[src/rtl/lcd_spi_fifo.sv]
// lcd_spi_fifo
// ------------
// Transmit FIFO for an LCD link. The CPU pushes bytes tagged with a
// data/command (DC) bit; this block replays each byte into spi_controller
// through that controller's memory-bus slave port: optional DC write, DATA
// write, CTRL start write, then STATUS polling until the controller reports
// done. The head entry is popped only on done, so the reported level
// includes the byte currently on the wire.
//
// Ports
//   clk, reset            : clock, asynchronous active-high reset
//   address_in, sel_in,   : CPU slave port (0x0 TX, 0x4 STATUS, 0x8 CTRL)
//   read_in, write_mask_in,
//   write_value_in, read_value_out, ready_out
//   spi_*_out             : registered bus-master request to spi_controller
//   spi_read_value_in     : controller read data (bit1 done, bit0 busy)
//   spi_ready_in          : controller ready; access completes on sel && ready
//   irq_out               : only when LCD_FIFO_IRQ_EN is defined; registered
//                           level "FIFO empty, idle, and enabled by CTRL bit2"
module lcd_spi_fifo #(
    parameter logic [31:0] SPI_BASE   = 32'h0000_0000,
    parameter int          DEPTH      = 16,
    parameter int          ADDR_WIDTH = 4
) (
    input  logic        clk,
    input  logic        reset,
    input  logic [31:0] address_in,
    input  logic        sel_in,
    input  logic        read_in,
    input  logic [3:0]  write_mask_in,
    input  logic [31:0] write_value_in,
    output logic [31:0] read_value_out,
    output logic        ready_out,
    output logic [31:0] spi_address_out,
    output logic        spi_sel_out,
    output logic        spi_read_out,
    output logic [3:0]  spi_write_mask_out,
    output logic [31:0] spi_write_value_out,
    input  logic [31:0] spi_read_value_in,
    input  logic        spi_ready_in
`ifdef LCD_FIFO_IRQ_EN
    ,
    output logic        irq_out
`endif
);

    typedef enum logic [2:0] {
        S_IDLE    = 3'd0,
        S_WR_DC   = 3'd1,
        S_WR_DATA = 3'd2,
        S_WR_CTRL = 3'd3,
        S_POLL    = 3'd4,
        S_GAP     = 3'd5
    } state_t;

    localparam logic [ADDR_WIDTH:0]   LVL_ONE = {{ADDR_WIDTH{1'b0}}, 1'b1};
    localparam logic [ADDR_WIDTH-1:0] PTR_ONE = {{(ADDR_WIDTH-1){1'b0}}, 1'b1};
    localparam logic [ADDR_WIDTH:0]   LVL_FULL = (ADDR_WIDTH+1)'(DEPTH);

    logic [8:0]            mem_q [DEPTH];
    logic [ADDR_WIDTH-1:0] wr_ptr_q, wr_ptr_d, rd_ptr_q, rd_ptr_d;
    logic [ADDR_WIDTH:0]   level_q, level_d;
    logic                  overflow_q, overflow_d;
    state_t                state_q, state_d, ret_q, ret_d;
    logic [8:0]            entry_q, entry_d;
    logic                  last_dc_q, last_dc_d, dc_valid_q, dc_valid_d;
    logic                  flushed_q, flushed_d;
    logic [31:0]           spi_address_q, spi_address_d;
    logic                  spi_sel_q, spi_sel_d, spi_read_q, spi_read_d;
    logic [3:0]            spi_write_mask_q, spi_write_mask_d;
    logic [31:0]           spi_write_value_q, spi_write_value_d;

    logic [3:0] offset_s;
    logic       cpu_wr_s, push_req_s, ctrl_wr_s, flush_s, clr_ovf_s;
    logic       empty_s, full_s, busy_s, push_ok_s, pop_s, access_done_s;
    logic       unused_s;

    assign offset_s      = address_in[3:0];
    assign cpu_wr_s      = sel_in && (write_mask_in != 4'h0);
    assign push_req_s    = cpu_wr_s && (offset_s == 4'h0);
    assign ctrl_wr_s     = cpu_wr_s && (offset_s == 4'h8);
    assign flush_s       = ctrl_wr_s && write_value_in[0];
    assign clr_ovf_s     = ctrl_wr_s && write_value_in[1];
    assign empty_s       = (level_q == {(ADDR_WIDTH+1){1'b0}});
    assign full_s        = (level_q == LVL_FULL);
    assign busy_s        = (state_q != S_IDLE);
    // A flush in the same cycle takes precedence over a push.
    assign push_ok_s     = push_req_s && !full_s && !flush_s;
    assign access_done_s = spi_sel_q && spi_ready_in;
    assign unused_s      = ^{address_in[31:4], write_value_in[31:9],
                             spi_read_value_in[31:2], spi_read_value_in[0], read_in};

    assign ready_out      = sel_in;
    assign read_value_out = (sel_in && (offset_s == 4'h4))
        ? {{(32-ADDR_WIDTH-9){1'b0}}, level_q, 4'b0000, overflow_q, busy_s, full_s, empty_s}
        : 32'h0000_0000;

    // FIFO pointer, level and sticky overflow update.
    always_comb begin
        wr_ptr_d   = wr_ptr_q;
        rd_ptr_d   = rd_ptr_q;
        level_d    = level_q;
        overflow_d = overflow_q;
        if (flush_s) begin
            wr_ptr_d = {ADDR_WIDTH{1'b0}};
            rd_ptr_d = {ADDR_WIDTH{1'b0}};
            level_d  = {(ADDR_WIDTH+1){1'b0}};
        end else begin
            wr_ptr_d = push_ok_s ? (wr_ptr_q + PTR_ONE) : wr_ptr_q;
            rd_ptr_d = pop_s ? (rd_ptr_q + PTR_ONE) : rd_ptr_q;
            case ({push_ok_s, pop_s})
                2'b10:   level_d = level_q + LVL_ONE;
                2'b01:   level_d = level_q - LVL_ONE;
                default: level_d = level_q;
            endcase
        end
        // A push into a full FIFO is lost even if a pop frees a slot this cycle.
        if (clr_ovf_s) begin
            overflow_d = 1'b0;
        end else if (push_req_s && full_s) begin
            overflow_d = 1'b1;
        end else begin
            overflow_d = overflow_q;
        end
    end

    // FIFO storage; contents are meaningless until the pointers say otherwise.
    always_ff @(posedge clk) begin
        if (push_ok_s) begin
            mem_q[wr_ptr_q] <= write_value_in[8:0];
        end
    end

    // Sequencer next-state: access states wait for sel && ready, every access is followed by GAP.
    always_comb begin
        state_d    = state_q;
        ret_d      = ret_q;
        entry_d    = entry_q;
        last_dc_d  = last_dc_q;
        dc_valid_d = dc_valid_q;
        flushed_d  = flushed_q;
        pop_s      = 1'b0;
        case (state_q)
            S_IDLE: begin
                if (!empty_s) begin
                    entry_d   = mem_q[rd_ptr_q];
                    flushed_d = 1'b0;
                    if (!dc_valid_q || (mem_q[rd_ptr_q][8] != last_dc_q)) begin
                        state_d = S_WR_DC;
                    end else begin
                        state_d = S_WR_DATA;
                    end
                end else begin
                    state_d = S_IDLE;
                end
            end
            S_WR_DC: begin
                if (access_done_s) begin
                    last_dc_d  = entry_q[8];
                    dc_valid_d = 1'b1;
                    ret_d      = S_WR_DATA;
                    state_d    = S_GAP;
                end else begin
                    state_d = S_WR_DC;
                end
            end
            S_WR_DATA: begin
                if (access_done_s) begin
                    ret_d   = S_WR_CTRL;
                    state_d = S_GAP;
                end else begin
                    state_d = S_WR_DATA;
                end
            end
            S_WR_CTRL: begin
                if (access_done_s) begin
                    ret_d   = S_POLL;
                    state_d = S_GAP;
                end else begin
                    state_d = S_WR_CTRL;
                end
            end
            S_POLL: begin
                if (access_done_s) begin
                    state_d = S_GAP;
                    if (spi_read_value_in[1]) begin
                        // The entry was already discarded if a flush hit after latching.
                        pop_s = !flushed_q && !flush_s;
                        ret_d = S_IDLE;
                    end else begin
                        ret_d = S_POLL;
                    end
                end else begin
                    state_d = S_POLL;
                end
            end
            S_GAP:   state_d = ret_q;
            default: state_d = S_IDLE;
        endcase
        if (flush_s) begin
            flushed_d = 1'b1;
        end else begin
            flushed_d = flushed_d;
        end
    end

    // Master request for the upcoming state, so the bus is registered yet
    // already valid in the first cycle of each access state.
    always_comb begin
        spi_sel_d         = 1'b0;
        spi_read_d        = 1'b0;
        spi_write_mask_d  = 4'h0;
        spi_address_d     = 32'h0000_0000;
        spi_write_value_d = 32'h0000_0000;
        case (state_d)
            S_WR_DC: begin
                spi_sel_d         = 1'b1;
                spi_write_mask_d  = 4'hF;
                spi_address_d     = SPI_BASE + 32'h0000_000C;
                spi_write_value_d = {31'd0, entry_d[8]};
            end
            S_WR_DATA: begin
                spi_sel_d         = 1'b1;
                spi_write_mask_d  = 4'hF;
                spi_address_d     = SPI_BASE;
                spi_write_value_d = {24'd0, entry_d[7:0]};
            end
            S_WR_CTRL: begin
                spi_sel_d         = 1'b1;
                spi_write_mask_d  = 4'hF;
                spi_address_d     = SPI_BASE + 32'h0000_0004;
                spi_write_value_d = 32'h0000_0001;
            end
            S_POLL: begin
                spi_sel_d     = 1'b1;
                spi_read_d    = 1'b1;
                spi_address_d = SPI_BASE + 32'h0000_0008;
            end
            default: begin
                spi_sel_d = 1'b0;
            end
        endcase
    end

    // State, FIFO bookkeeping and master output registers.
    always_ff @(posedge clk or posedge reset) begin
        if (reset) begin
            wr_ptr_q          <= {ADDR_WIDTH{1'b0}};
            rd_ptr_q          <= {ADDR_WIDTH{1'b0}};
            level_q           <= {(ADDR_WIDTH+1){1'b0}};
            overflow_q        <= 1'b0;
            state_q           <= S_IDLE;
            ret_q             <= S_IDLE;
            entry_q           <= 9'd0;
            last_dc_q         <= 1'b0;
            dc_valid_q        <= 1'b0;
            flushed_q         <= 1'b0;
            spi_sel_q         <= 1'b0;
            spi_read_q        <= 1'b0;
            spi_write_mask_q  <= 4'h0;
            spi_address_q     <= 32'h0000_0000;
            spi_write_value_q <= 32'h0000_0000;
        end else begin
            wr_ptr_q          <= wr_ptr_d;
            rd_ptr_q          <= rd_ptr_d;
            level_q           <= level_d;
            overflow_q        <= overflow_d;
            state_q           <= state_d;
            ret_q             <= ret_d;
            entry_q           <= entry_d;
            last_dc_q         <= last_dc_d;
            dc_valid_q        <= dc_valid_d;
            flushed_q         <= flushed_d;
            spi_sel_q         <= spi_sel_d;
            spi_read_q        <= spi_read_d;
            spi_write_mask_q  <= spi_write_mask_d;
            spi_address_q     <= spi_address_d;
            spi_write_value_q <= spi_write_value_d;
        end
    end

    assign spi_sel_out         = spi_sel_q;
    assign spi_read_out        = spi_read_q;
    assign spi_write_mask_out  = spi_write_mask_q;
    assign spi_address_out     = spi_address_q;
    assign spi_write_value_out = spi_write_value_q;

`ifdef LCD_FIFO_IRQ_EN
    logic irq_enable_q, irq_enable_d, irq_q, irq_d;

    // Interrupt enable tracks CTRL bit2; the request is a level while drained and idle.
    always_comb begin
        if (ctrl_wr_s) begin
            irq_enable_d = write_value_in[2];
        end else begin
            irq_enable_d = irq_enable_q;
        end
        irq_d = empty_s && (state_q == S_IDLE) && irq_enable_q;
    end

    // Interrupt registers.
    always_ff @(posedge clk or posedge reset) begin
        if (reset) begin
            irq_enable_q <= 1'b0;
            irq_q        <= 1'b0;
        end else begin
            irq_enable_q <= irq_enable_d;
            irq_q        <= irq_d;
        end
    end

    assign irq_out = irq_q;
`endif

endmodule
[config.mk]
export PLATFORM = sky130hd
export DESIGN_NAME = lcd_spi_fifo
export DESIGN_NICKNAME = d
export VERILOG_FILES = /design/src/rtl/lcd_spi_fifo.sv
export SDC_FILE = /design/constraint.sdc
export NUM_CORES = 1
export LEC_CHECK = 0
export CORE_ASPECT_RATIO = 2
export CORE_MARGIN = 2
export CORE_UTILIZATION = 40
export CTS_CLUSTER_DIAMETER = 100
export DETAILED_ROUTE_END_ITERATION = 10
export PLACE_DENSITY = 0.63
export SLEW_MARGIN = 30
export SYNTH_ARGS = -nofsm -noshare
export SYNTH_HDL_FRONTEND = slang
export SYNTH_SLANG_ARGS = --single-unit
[constraint.sdc]
create_clock -name clk -period 5.2 [get_ports clk]
set_input_delay 0.52 -clock clk [delete_from_list [all_inputs] [get_ports clk]]
set_output_delay 0.52 -clock clk [all_outputs]
set_load 0.005 [all_outputs]
==> results.json <==
{
  "cts_tree": "yes",
  "synth_top_area_share": 0.511,
  "start_util": 0.406,
  "synth_common_cells": "edfxtp_1, buf_4, dfrtp_1, mux4_2, nor2_1",
  "finalHoldViolCount": 0,
  "yosysTopAreaCell": "edfxtp_1",
  "htree_num_levels": 4,
  "hp-class": "flip-flop to flip-flop",
  "combPwrFrac": 0.217,
  "critical_path_arrival_ns": 3.77,
  "gr-total-overflow": 0,
  "grt_pass1_wl_um": 24900,
  "top_layer": "met4",
  "synthArstFlopShare": 0.238,
  "p_sw_mw": 1.13,
  "drive_above_1_share": 0.156,
  "wl_per_cell_um": 19.0,
  "cts_buffers": 17,
  "rsz0062_at_grt": "false",
  "drv_slew": 0,
  "finalCriticalPeriod_ns": 3.43,
  "skew_ns": 0.0119,
  "cts-resized-gates": 0,
  "route.met3.wl_um": 595,
  "portBuffers": 47,
  "synth-seq-area-share": 0.644,
  "ir_worst_vdd_mv": 0.255,
  "critPathKind": "input pin to flip-flop",
  "synth_cells": 539,
  "synth_flop_cell": "edfxtp_1",
  "cts.reportedPaths.clkPinSlew_ns": 0.07,
  "clk_root_buffer_cell": "clkbuf_16",
  "status": "completed",
  "grt_max_degree": 46,
  "yosysMostFrequentCell": "edfxtp_1",
  "fp.dieW_um": 107,
  "clock_latency_ns": 0.43,
  "via_per_inst": 4.95,
  "synth_enable_flop_cells": 144,
  "post_cts_buffers": 0,
  "instances_no_fill": 865,
  "p_per_area_mw_per_mm2": 439,
  "relSlewSlack": 0.467,
  "worstPathRequired_ns": 5.55,
  "netlist_area_mm2": 0.00846,
  "cts_buffer_depth": 2,
  "internal_power_mw": 3.03,
  "yosys_warnings": 0,
  "final.setup.tns_ns": 0,
  "placed_cells": 833,
  "gp_congestion": 0.774,
  "pwr-share-clk": 0.311,
  "die_h_um": 210,
  "remaining_drc_errors": 0,
  "synth_area_leaders": "edfxtp_1, dfrtp_1, mux4_2, buf_4, nor2_1",
  "antennaDiodeCount": 0,
  "max_freq_mhz": 292,
  "setup_viol": 0,
  "finalCritPeriodShare": 0.659,
  "grt_pass1_vias": 4451,
  "end_kind": "flip-flop",
  "p_sw_frac": 0.273,
  "avgSynthCellArea_um2": 15.7,
  "io_pins": 208,
  "die_area_mm2": 0.0224,
  "vias": 4283,
  "core_mm2": 0.0208,
  "synth_seq_cells": 189,
  "wl_um": 16400,
  "drt-initial-drc-count": 190,
  "nets": 695,
  "seqPwrFrac": 0.472,
  "detail-route-antenna-nets": 0,
  "tightest_slew_ns": 0.794,
  "cp_max_fo": 17,
  "yosysUniqueCellTypes": 56,
  "drv_cap": 0,
  "antenna_found_initial": 0,
  "met1_length_um": 5710,
  "met2_length_um": 9670,
  "clkSinkCount": 189,
  "crit_path_start_kind": "input pin",
  "cts_hold_buf": 0,
  "row_count": 75,
  "leakagePower_nw": 3.37,
  "grt_use_total": 0.154,
  "drtPass1Iterations": 5,
  "dp_hpwl_um": 11100,
  "syn2layout_area_growth_pct": 12.1
}
-- worst max-delay path, stage by stage --
cell	delay, ns
clkdlybuf4s50_1	0.83
nand2_1	0.19
nor4_4	0.63
a311oi_4	0.14
xor2_1	0.19
ha_1	0.24
or3_1	0.31
a21oi_1	0.15
a21oi_1	0.09
or3_1	0.33
a21oi_1	0.17
-- kinds of logic after synthesis --
group	after synthesis	share of synthesized area
AOI/OAI and AO/OA	42	0.0355
xor gates and xnor gates	12	0.0133
buffers and inverters	111	0.0873
other	1	0.000443
adders and majority gates	7	0.0104
and+or+nand+nor	122	0.0820
muxes	55	0.127
DFF	189	0.644
-- worst paths after layout --
kind,startpoint,end,slack (ns),cells after the start
worst max-delay path,write_value_in[0],level_q[4],1.77,11
worst min-delay path,entry_q[2],entry_q[2],0.50,1
worst max register to register,state_q[1],level_q[4],2.16,10
worst min register to register,entry_q[2],entry_q[2],0.50,1
max in group asynchronous,reset,rd_ptr_q[0],4.19,3
min in group asynchronous,reset,spi_write_value_out[7],0.56,3
-- layout by cell type, fill, tap and decap left out, types with 8 or more instances in the layout --
cell type        instances
a21oi_1                 10
and2_1                   9
and3_1                  11
clkbuf_16               20
clkdlybuf4s50_1         47
conb_1                  77
dfrtp_1                 43
edfxtp_1               144
inv_1                    9
mux4_2                  41
nand2_1                 29
nor2_1                  30
nor2b_1                 10
o21ai_0                  8
xor2_1                   8
-- power by group through the flow --
stage | sequential (mW) | clock [mW] | combinational, mW
3_3_place_gp | 1.99 | 0 | 0.879
6_report | 1.96 | 1.30 | 0.901
4_1_cts | 1.97 | 1.32 | 0.908
3_5_place_dp | 2.00 | 0 | 0.905
5_1_grt | 1.99 | 1.37 | 0.990
2_1_floorplan | 1.87 | 0 | 0.786
-- flip-flops by register name, indices dropped and copies added (netlist names) --
name / flops
mem_q: 144
entry_q: 9
spi_write_value_out: 8
level_q: 5
rd_ptr_q: 4
wr_ptr_q: 4
ret_q: 3
state_q: 3
spi_address_out: 2
dc_valid_q: 1
flushed_q: 1
last_dc_q: 1
overflow_q: 1
spi_read_out: 1
spi_sel_out: 1
spi_write_mask_out: 1
-- layer usage --
metal / vias up / global-route usage
met5: - / 0
met4: 0 / 0.0766
met3: 23 / 0.0273
met2: 146 / 0.294
met1: 2173 / 0.155
li1: 1941 / -
-- area by class of cell --
type / instances / area, um2
fillers: 1820 / 11400
flip-flops and latches: 189 / 5460
multi-input cells: 315 / 2550
clock buffers: 26 / 533
repair buffers: 50 / 493
well taps: 269 / 337
clock inverters: 6 / 67.6
inverters: 10 / 37.5
-- stage by stage --
stage | setup WS [ns] | hold WS, ns | util | power, mW | instance area, um2
final | 1.77 | 0.498 | 0.455 | 4.16 | 9480
after global routing | 1.50 | 0.523 | 0.455 | 4.36 | 9480
after CTS | 1.75 | 0.504 | 0.455 | 4.20 | 9480
after detailed placement | 1.32 | 0.484 | 0.426 | 2.90 | 8880
after global placement | 1.40 | 0.481 | 0.426 | 2.87 | 8870
after floorplan | 2.34 | 0.434 | - | 2.66 | 8740
No activity file was read; power rests on OpenSTA's default activity.
